### src/rtl/uart_arb_pkg.sv
// Shared definitions for the UART transmit arbiter: FSM encoding and defaults.
package uart_arb_pkg;

    localparam int DEFAULT_NUM_REQ          = 3;
    localparam int DEFAULT_LOCK_TIMEOUT_27M = 27000;   // 1 ms at 27 MHz

    localparam logic [1:0] ST_IDLE = 2'd0;
    localparam logic [1:0] ST_SEND = 2'd1;
    localparam logic [1:0] ST_WAIT = 2'd2;
    localparam logic [1:0] ST_HOLD = 2'd3;

    typedef enum logic [1:0] {
        IDLE = ST_IDLE,
        SEND = ST_SEND,
        WAIT = ST_WAIT,
        HOLD = ST_HOLD
    } arb_state_t;

endpackage

### src/rtl/uart_tx_arbiter_rr_pick.sv
// Combinational round-robin encoder: first set request at or after ptr, wrapping.
module rr_pick #(
    parameter int NUM_REQ = 3,
    parameter int IW      = $clog2(NUM_REQ)
) (
    input  logic [NUM_REQ-1:0] req,
    input  logic [IW-1:0]      ptr,
    output logic               hit,
    output logic [IW-1:0]      index
);

    function automatic logic [IW-1:0] wrap(input logic [IW-1:0] p, input int off);
        int s;
        s = (int'(p) + off) % NUM_REQ;
        return IW'(s);
    endfunction

    // Scan from the farthest candidate back to ptr so the nearest hit is written last.
    always_comb begin
        hit   = 1'b0;
        index = '0;
        for (int i = NUM_REQ - 1; i >= 0; i--) begin
            if (req[wrap(ptr, i)]) begin
                hit   = 1'b1;
                index = wrap(ptr, i);
            end
        end
    end

endmodule

### src/rtl/uart_tx_arbiter.sv
// Grants the single UART transmitter to one requester for a whole packet,
// strobing the UART once per byte and waiting for its done pulse.
module uart_tx_arbiter
    import uart_arb_pkg::*;
#(
    parameter int NUM_REQ      = DEFAULT_NUM_REQ,
    parameter int LOCK_TIMEOUT = DEFAULT_LOCK_TIMEOUT_27M
) (
    input  logic                       clk,
    input  logic                       reset,
    input  logic [NUM_REQ-1:0]         req_valid,
    input  logic [8*NUM_REQ-1:0]       req_data,
    input  logic [NUM_REQ-1:0]         req_last,
    output logic [NUM_REQ-1:0]         req_ready,
    output logic [7:0]                 uart_tx_data,
    output logic                       uart_tx_start,
    input  logic                       uart_tx_done,
    output logic [$clog2(NUM_REQ)-1:0] owner,
    output logic                       busy,
    output logic                       lock_timeout
);

    localparam int IW = $clog2(NUM_REQ);
    // A timeout of 1 still needs a one-bit counter.
    localparam int CW = (LOCK_TIMEOUT > 1) ? $clog2(LOCK_TIMEOUT) : 1;
    localparam logic [CW-1:0] CNT_LAST = CW'(LOCK_TIMEOUT - 1);

    arb_state_t    state, state_n;
    logic [IW-1:0] rr_ptr;
    logic [IW-1:0] pick_idx;
    logic [IW-1:0] owner_inc;
    logic [IW-1:0] src;
    logic          pick_hit;
    logic          last_r;
    logic [CW-1:0] stall_cnt;
    logic          load;      // capture byte/last from src
    logic          grant;     // new owner taken from the round-robin pick
    logic          rr_adv;    // move rr_ptr past the current owner
    logic          cnt_clr;

    rr_pick #(
        .NUM_REQ (NUM_REQ),
        .IW      (IW)
    ) u_pick (
        .req   (req_valid),
        .ptr   (rr_ptr),
        .hit   (pick_hit),
        .index (pick_idx)
    );

    assign owner_inc = (owner == IW'(NUM_REQ - 1)) ? '0 : owner + IW'(1);
    assign src       = grant ? pick_idx : owner;
    assign busy      = (state != IDLE);

    // State register.
    always_ff @(posedge clk or posedge reset) begin
        if (reset) state <= IDLE;
        else       state <= state_n;
    end

    // Next state, per-cycle strobes and datapath enables.
    always_comb begin
        state_n       = state;
        load          = 1'b0;
        grant         = 1'b0;
        rr_adv        = 1'b0;
        cnt_clr       = 1'b0;
        uart_tx_start = 1'b0;
        req_ready     = '0;
        lock_timeout  = 1'b0;
        case (state)
            IDLE: begin
                if (pick_hit) begin
                    grant   = 1'b1;
                    load    = 1'b1;
                    state_n = SEND;
                end
            end
            SEND: begin
                uart_tx_start    = 1'b1;
                req_ready[owner] = 1'b1;
                state_n          = WAIT;
            end
            WAIT: begin
                if (uart_tx_done) begin
                    if (last_r) begin
                        rr_adv  = 1'b1;
                        state_n = IDLE;
                    end else if (req_valid[owner]) begin
                        load    = 1'b1;
                        state_n = SEND;
                    end else begin
                        cnt_clr = 1'b1;
                        state_n = HOLD;
                    end
                end
            end
            HOLD: begin
                // The lock is kept: nobody else is considered until the owner
                // resumes or its stall runs out.
                if (req_valid[owner]) begin
                    load    = 1'b1;
                    state_n = SEND;
                end else if (stall_cnt == CNT_LAST) begin
                    lock_timeout = 1'b1;
                    rr_adv       = 1'b1;
                    state_n      = IDLE;
                end
            end
            default: state_n = IDLE;
        endcase
    end

    // Owner, byte register, round-robin pointer and saturating stall counter.
    always_ff @(posedge clk or posedge reset) begin
        if (reset) begin
            owner        <= '0;
            uart_tx_data <= 8'h00;
            last_r       <= 1'b0;
            rr_ptr       <= '0;
            stall_cnt    <= '0;
        end else begin
            if (grant) owner <= pick_idx;
            if (load) begin
                uart_tx_data <= req_data[8*src +: 8];
                last_r       <= req_last[src];
            end
            if (rr_adv) rr_ptr <= owner_inc;
            if (cnt_clr)
                stall_cnt <= '0;
            else if (state == HOLD && stall_cnt != '1)
                stall_cnt <= stall_cnt + CW'(1);
        end
    end

endmodule

### config.mk
export PLATFORM = sky130hd
export DESIGN_NAME = uart_tx_arbiter
export DESIGN_NICKNAME = d
export VERILOG_FILES = /design/src/rtl/uart_arb_pkg.sv /design/src/rtl/uart_tx_arbiter_rr_pick.sv /design/src/rtl/uart_tx_arbiter.sv
export SDC_FILE = /design/constraint.sdc
export NUM_CORES = 1
export LEC_CHECK = 0
export CAP_MARGIN = 20
export CORE_MARGIN = 2
export CORE_UTILIZATION = 40
export CTS_CLUSTER_DIAMETER = 200
export CTS_CLUSTER_SIZE = 20
export DETAILED_ROUTE_END_ITERATION = 10
export GPL_ROUTABILITY_DRIVEN = 0
export PLACE_DENSITY = 0.72
export RECOVER_POWER = 25
export SETUP_SLACK_MARGIN = 0.4
export SKIP_CTS_REPAIR_TIMING = 1
export SLEW_MARGIN = 25
export SYNTH_ARGS = -nofsm -noshare
export SYNTH_HDL_FRONTEND = slang
export SYNTH_SLANG_ARGS = --single-unit
### constraint.sdc
create_clock -name clk -period 3.2 [get_ports clk]
set_input_delay 0.32 -clock clk [delete_from_list [all_inputs] [get_ports clk]]
set_output_delay 0.32 -clock clk [all_outputs]
set_load 0.05 [all_outputs]
Yosys cells after proc, flatten, opt, wreduce, memory -nomap -nowiden:

Cells that the tools add are included.

* $add $sub $neg: 4
* $mul: 0
* div/mod/pow operators: 3
* magnitude comparators: 6
* equal/unequal tests: 9
* shift-type cells: 1
* multiplexer cells: 47
* bitwise gates (word level): 0
* reductions and logical operators: 6

Operator list (number)
* $mod A32 B3 Y32 const B: 2
* $mod A3 B3 Y32 const B: 1
* $mux W15: 2
* $mux W1: 24
* $shiftx A24 B6 Y8: 1
* $mux W2: 11
* $add A15 B1 Y15 const B: 1
* $eq A15 B15 Y1 const B: 1
* $lt A2 B3 Y1 const B: 5
* $ne A15 B15 Y1 const B: 1
* $bmux W1 S2: 5
* $pmux W2 S4: 1
* $eq A2 B2 Y1 const B: 3
* $ne A2 B2 Y1 const B: 2
* $reduce_bool A2 Y1: 2
* $add A2 B1 Y3 const B: 1
* $add A2 B2 Y3 const B: 1
* $mux W3: 1
* $ne A3 B3 Y1 const B: 1
* $pmux W1 S3: 1
* $reduce_and A3 Y1: 1
* $add A2 B1 Y2 const B: 1
* $demux W1 S2: 1
* $eq A2 B1 Y1 const B: 1
* other kinds (4): 5

* flip-flop bits (word level): 30
* bits in latches: 0
* RAM bits: 0
* ROM bits: 0
* output and inout bits: 16
* memories kept: 0

Longest topological paths before layout:

* depth in word-level cells: 12
* mapped depth: 10
* gate-level depth less buffers: 8

Modules after synthesis:

A second synthesis with hierarchy kept.

* cells, all modules: 285
* area, all modules: 2299.7 um2

By module, submodules not included
* uart_tx_arbiter: instances 1, cells an instance 258, area an instance 2108.3 um2, seq. area each 750.7 um2
* rr_pick: instances 1, cells an instance 27, area an instance 191.4 um2, seq. area each 0.0 um2

Least setup slack after synthesis:

No wires, ideal clock.

* path kind: register to register
* from: register rr_ptr[0]
* to: register last_r
* data arrival time: 2.450 ns
* setup slack: 0.624 ns
* stages on the path, launching flop included: 10
* buffers on the path: 1
* clock period less this slack: 2.576 ns
* cells stage by stage: dfrtp_1 inv_1 ha_1 buf_6 a221oi_2 a32oi_1 o21bai_4 mux2i_4 mux2_4 a221o_1

* longest elaborated chain between the ends: 12
* elaborated cells on any way between the ends: 23
* those cells by class: add/sub (2); div (3); mux (18)

Ends and longest elaborated chain
* start, declared: line uart_tx_arbiter.sv:29 `logic [IW-1:0] rr_ptr;`
* start signal, assigned: line uart_tx_arbiter.sv:128 `if (rr_adv) rr_ptr <= owner_inc;`
* $add A2 B2 Y3: line uart_tx_arbiter_rr_pick.sv:14 `s = (int'(p) + off) % NUM_REQ;`
* $mod A32 B3 Y32: line uart_tx_arbiter_rr_pick.sv:14
* $bmux W1 S2: line uart_tx_arbiter_rr_pick.sv:23 `if (req[wrap(ptr, i)]) begin`
* $mux W1 (implied by the code): line uart_tx_arbiter_rr_pick.sv:23
* $mux W1 (3 in a row): line uart_tx_arbiter_rr_pick.sv:23
* $mux W1: line uart_tx_arbiter.sv:73 `if (pick_hit) begin`
* $mux W1: line uart_tx_arbiter.sv:71 `case (state)`
* $mux W2
* $bmux W1 S2: line uart_tx_arbiter.sv:126 `last_r <= req_last[src];`
* $mux W1 (implied by the code): line uart_tx_arbiter.sv:126
* end signal, assigned: line uart_tx_arbiter.sv:126
* end, declared: line uart_tx_arbiter.sv:34 `logic last_r;`

Several ways; a longest one is shown, not always the timed one. The select of a mux whose other input is x is not followed.
A chain may end at the register's enable or synchronous reset.

Worst setup path after layout:

* from: register rr_ptr[0]
* to: register uart_tx_data[0]

* longest elaborated chain between the ends: 11
* elaborated cells on any way between the ends: 22
* those cells by class: add/sub (2); div (3); shift (1); mux (16)

Ends and longest elaborated chain
* $add A2 B2 Y3: line uart_tx_arbiter_rr_pick.sv:14
* $mod A32 B3 Y32: line uart_tx_arbiter_rr_pick.sv:14
* $bmux W1 S2: line uart_tx_arbiter_rr_pick.sv:23
* $mux W1 (implied by the code): line uart_tx_arbiter_rr_pick.sv:23
* $mux W1 (3 in a row): line uart_tx_arbiter_rr_pick.sv:23
* $mux W1: line uart_tx_arbiter.sv:73
* $mux W1: line uart_tx_arbiter.sv:71
* $mux W2
* $shiftx A24 B6 Y8: line uart_tx_arbiter.sv:125 `uart_tx_data <= req_data[8*src +: 8];`
* end signal, assigned: line uart_tx_arbiter.sv:125
* end, declared: line uart_tx_arbiter.sv:15 `output logic [7:0] uart_tx_data,`

Several ways; a longest one is shown, not always the timed one. The select of a mux whose other input is x is not followed.

==> metrics.txt <==
# TYPE chip_impl_metric gauge
chip_impl_info{name="outcome",value="complete, but fails checks"} 1
chip_impl_info{name="failing_checks",value="capacitance limit, slew limit"} 1
chip_impl_info{name="path_class",value="flip-flop to flip-flop"} 1
chip_impl_metric{name="number_of_distinct_standard_cells_referenced_by_the_synthesized_netlist",unit=""} 47
chip_impl_metric{name="top_level_i_o_count",unit=""} 49
chip_impl_info{name="clock-root-buffer",value="sky130_fd_sc_hd__clkbuf_8"} 1
chip_impl_metric{name="grt_remaining_overflow",unit=""} 0
chip_impl_metric{name="synth_top_area_share",unit="%"} 38.5
chip_impl_metric{name="mappedNetlistNets",unit=""} 232
chip_impl_metric{name="core_area",unit="um^2"} 4720
chip_impl_info{name="most_used_cells_in_the_layout_excluding_fill_and_tap_cells",value="46 x sky130_fd_sc_hd__clkdlybuf4s50_1, 30 x sky130_fd_sc_hd__dfrtp_1, 19 x sky130_fd_sc_hd__nor2_1"} 1
chip_impl_metric{name="synth-edff-count",unit=""} 0
chip_impl_metric{name="total_power_consumption",unit="mW"} 2.62
chip_impl_metric{name="setup_total_negative_slack",unit="ns"} 0
chip_impl_metric{name="yosys_warnings",unit=""} 0
chip_impl_metric{name="layout.nets",unit=""} 286
chip_impl_metric{name="grt_max_degree",unit=""} 31
chip_impl_metric{name="dieWidth",unit="um"} 73.8
chip_impl_metric{name="viasPerCell",unit=""} 5.20
chip_impl_metric{name="routed-via-count",unit=""} 1648
chip_impl_metric{name="overall_global_routing_resource_usage",unit="%"} 16.6
chip_impl_metric{name="layout_min_cycle_time",unit="ns"} 2.66
chip_impl_info{name="worstSetupEndpointType",value="flip-flop"} 1
chip_impl_metric{name="transition_time_of_the_tightest_slew_check_pin",unit="ns"} 1.56
chip_impl_info{name="worst_r2r_startpoint",value="rr_ptr[0]"} 1
chip_impl_metric{name="drt_drc_violations_left",unit=""} 0
chip_impl_metric{name="worstRegToRegCells",unit=""} 9
chip_impl_metric{name="ys_async_sr_fraction",unit="%"} 100
chip_impl_metric{name="power_density",unit="nW/um^2"} 994
chip_impl_metric{name="seq_area_frac_synth",unit="%"} 38.5
chip_impl_metric{name="post_synth_inst_count",unit=""} 195
chip_impl_info{name="timing.critical_path.from_type",value="flip-flop"} 1
chip_impl_metric{name="cap_violations",unit=""} 1
chip_impl_metric{name="cts.reportedPaths.clkPinSlew",unit="ns"} 0.06
chip_impl_metric{name="placement.setup.worst_slack",unit="ns"} 0.278
chip_impl_metric{name="syn_area_per_cell",unit="um^2"} 9.99
chip_impl_metric{name="die_height",unit="um"} 73.8
chip_impl_metric{name="area_delta_synth_final",unit="%"} 35.1
chip_impl_info{name="synth_largest_area_cell",value="sky130_fd_sc_hd__dfrtp_1"} 1
chip_impl_metric{name="worst-endpoint-arrival",unit="ns"} 2.82
chip_impl_metric{name="wl",unit="um"} 4090
chip_impl_info{name="synth_top_area_cells",value="sky130_fd_sc_hd__dfrtp_1 39%, sky130_fd_sc_hd__mux2_4 6.9%, sky130_fd_sc_hd__a221o_1 4.6%, sky130_fd_sc_hd__nor3b_1 3.9%, sky130_fd_sc_hd__nor2_1 3.7%"} 1
chip_impl_metric{name="placed_cells_incl_taps",unit=""} 307
chip_impl_metric{name="port_buffers",unit=""} 48
chip_impl_metric{name="ir_drop",unit="V"} 0.000465
chip_impl_metric{name="layout-drive-gt1-share",unit="%"} 11.6
chip_impl_metric{name="clock_tree.htree_level_count",unit=""} 2
chip_impl_info{name="most_common_cell_after_layout_fill_and_taps_aside",value="sky130_fd_sc_hd__clkdlybuf4s50_1"} 1
chip_impl_metric{name="antenna_found_initial",unit=""} 0
chip_impl_info{name="holdCritStartpoint",value="uart_tx_data[3]"} 1
chip_impl_metric{name="finalCoreUtilization",unit="%"} 55.7
chip_impl_info{name="hold-path-endpoint",value="uart_tx_data[3]"} 1
chip_impl_metric{name="antenna_cells",unit=""} 0
chip_impl_info{name="clock_tree_from_tritoncts",value="yes"} 1
chip_impl_metric{name="ant_nets",unit=""} 0
chip_impl_metric{name="worst-r2r-setup-slack",unit="ns"} 0.54
chip_impl_metric{name="detail_route.wl_per_cell",unit="um"} 12.9
chip_impl_metric{name="setup_viol",unit=""} 0
chip_impl_metric{name="floorplan.initialDensity",unit="%"} 41.2
chip_impl_metric{name="timing.slew.headroom",unit="%"} -4.13
chip_impl_metric{name="clock_buffer_count_from_cts",unit=""} 5
chip_impl_metric{name="die_area",unit="um^2"} 5440
chip_impl_metric{name="grt_pass1_vias",unit=""} 1502
chip_impl_metric{name="cts-root-to-sink-buffers",unit=""} 2
chip_impl_metric{name="clk-insertion-delay-late",unit="ns"} 0.28
chip_impl_metric{name="final_max_slew_viol_count",unit=""} 31
chip_impl_metric{name="fin_worst_skew",unit="ns"} 0.00592
chip_impl_metric{name="iteration_count_of_the_initial_detailed_routing_pass",unit=""} 4
chip_impl_metric{name="cp_data_required_time",unit="ns"} 3.37
chip_impl_metric{name="hold_viol",unit=""} 0
chip_impl_metric{name="ys_seq_elements",unit=""} 30
chip_impl_metric{name="hold_path_depth",unit=""} 1
chip_impl_metric{name="global_route_wire_length_before_repair",unit="um"} 6930
chip_impl_metric{name="std_cell_rows",unit=""} 25
chip_impl_info{name="timing.rr.end",value="uart_tx_data[0]"} 1
chip_impl_metric{name="numClockSinks",unit=""} 30
chip_impl_info{name="dominantRegCellSynth",value="sky130_fd_sc_hd__dfrtp_1"} 1
chip_impl_metric{name="timing.final.crit_share",unit="%"} 83.0
chip_impl_info{name="worst_hold_path_type",value="flip-flop to flip-flop"} 1
chip_impl_metric{name="worstPathMaxFanout",unit=""} 9
chip_impl_metric{name="stdcell_count",unit=""} 317
chip_impl_info{name="rsz0062_at_grt",value="no"} 1
chip_impl_metric{name="number_of_inserted_filler_cells_in_the_final_layout",unit=""} 431
chip_impl_metric{name="syn_area",unit="um^2"} 1950
chip_impl_metric{name="detailed_place_hpwl",unit="um"} 3040
chip_impl_metric{name="maximum_clock_frequency",unit="MHz"} 377
chip_impl_metric{name="p_leak",unit="nW"} 1.11
chip_impl_metric{name="final_critical_path_setup_slack",unit="ns"} 0.544
chip_impl_metric{name="dr.first_iter.drc_count",unit=""} 62
worst max-delay path, stage by stage (launching register included):
cell and delay (ns):
sky130_fd_sc_hd__dfrtp_1 0.39, sky130_fd_sc_hd__inv_1 0.06, sky130_fd_sc_hd__ha_1 0.31, sky130_fd_sc_hd__a221oi_2 0.30, sky130_fd_sc_hd__a32oi_1 0.12, sky130_fd_sc_hd__o21bai_4 0.28, sky130_fd_sc_hd__mux2i_4 0.30, sky130_fd_sc_hd__buf_12 0.17
sky130_fd_sc_hd__mux2_4 0.29, sky130_fd_sc_hd__a221o_1 0.32
worst max-delay path by stage:
stage	to	slack (ns)	from	depth (start not counted)
floorplan	last_r	0.62	rr_ptr[0]	9
global placement	uart_tx_data[4]	0.35	req_valid[1]	7
detailed placement	uart_tx_data[2]	0.28	req_valid[1]	7
CTS	uart_tx_data[2]	0.38	rr_ptr[0]	8
global route	uart_tx_data[7]	0.40	rr_ptr[0]	9
finish	uart_tx_data[0]	0.54	rr_ptr[0]	9
area by class of cell:
type / instances / area (um^2) / area share, %
multi-input combinational: 150 / 1130 / 42.9
sequential: 30 / 751 / 28.5
timing repair buffer: 53 / 524 / 19.9
clock buffer: 8 / 110 / 4.18
tap: 67 / 83.8 / 3.18
inverter: 9 / 33.8 / 1.28
cell usage after synthesis, types with 5 or more instances:
master	count
sky130_fd_sc_hd__dfrtp_1	30
sky130_fd_sc_hd__inv_1	9
sky130_fd_sc_hd__nor3b_1	10
sky130_fd_sc_hd__xnor2_1	5
sky130_fd_sc_hd__nor3_1	6
sky130_fd_sc_hd__nand2_1	13
sky130_fd_sc_hd__o21ai_0	8
sky130_fd_sc_hd__nor2b_1	7
sky130_fd_sc_hd__nor2_1	19
sky130_fd_sc_hd__a221o_1	9
sky130_fd_sc_hd__xor2_1	8
sky130_fd_sc_hd__mux2_4	9
stage by stage:
| step | hold WS, ns | instance area [um^2] |
|---|---|---|
| 6_report | 0.514 | 2630 |
| 3_5_place_dp | 0.501 | 2500 |
| 3_3_place_gp | 0.499 | 2500 |
| 2_1_floorplan | 0.411 | 1950 |
| 4_1_cts | 0.423 | 2610 |
| 5_1_grt | 0.540 | 2630 |
flip-flops by register name, indices dropped and copies added, names as in the netlist:
signal / count
rr_ptr: 2
state: 2
owner: 2
stall_cnt: 15
uart_tx_data: 8
last_r: 1
routing by layer:
layer	share of wire [%]	up-vias	track usage, %
met1	48	787	22.4
met3	4.8	7	4.80
met2	46	40	25.5
li1	-	814	-
met5	0	-	0
met4	1.6	0	5.45
cells by family (layout without fill, tap and decap cells):
logic type	count (synthesis)	in the layout	synth area share (%)
AND/OR/NAND/NOR	78	78	21.5
AO/OA/AOI/OAI	38	38	16.2
flip-flops	30	30	38.5
multiplexers	17	17	11.9
buffers and inverters	15	70	3.47
XOR/XNOR	13	13	5.84
adder cells (fa/ha/maj)	4	4	2.57
power breakdown:
part / leakage, nW / total, mW / internal, mW / switching, mW
logic: 0.670 / 1.52 / 0.683 / 0.841
clock network: 0.0575 / 0.353 / 0.217 / 0.136
registers: 0.382 / 0.741 / 0.562 / 0.179
total: 1.11 / 2.62 / 1.46 / 1.16
Note: power is estimated with default switching activity, not from simulation.
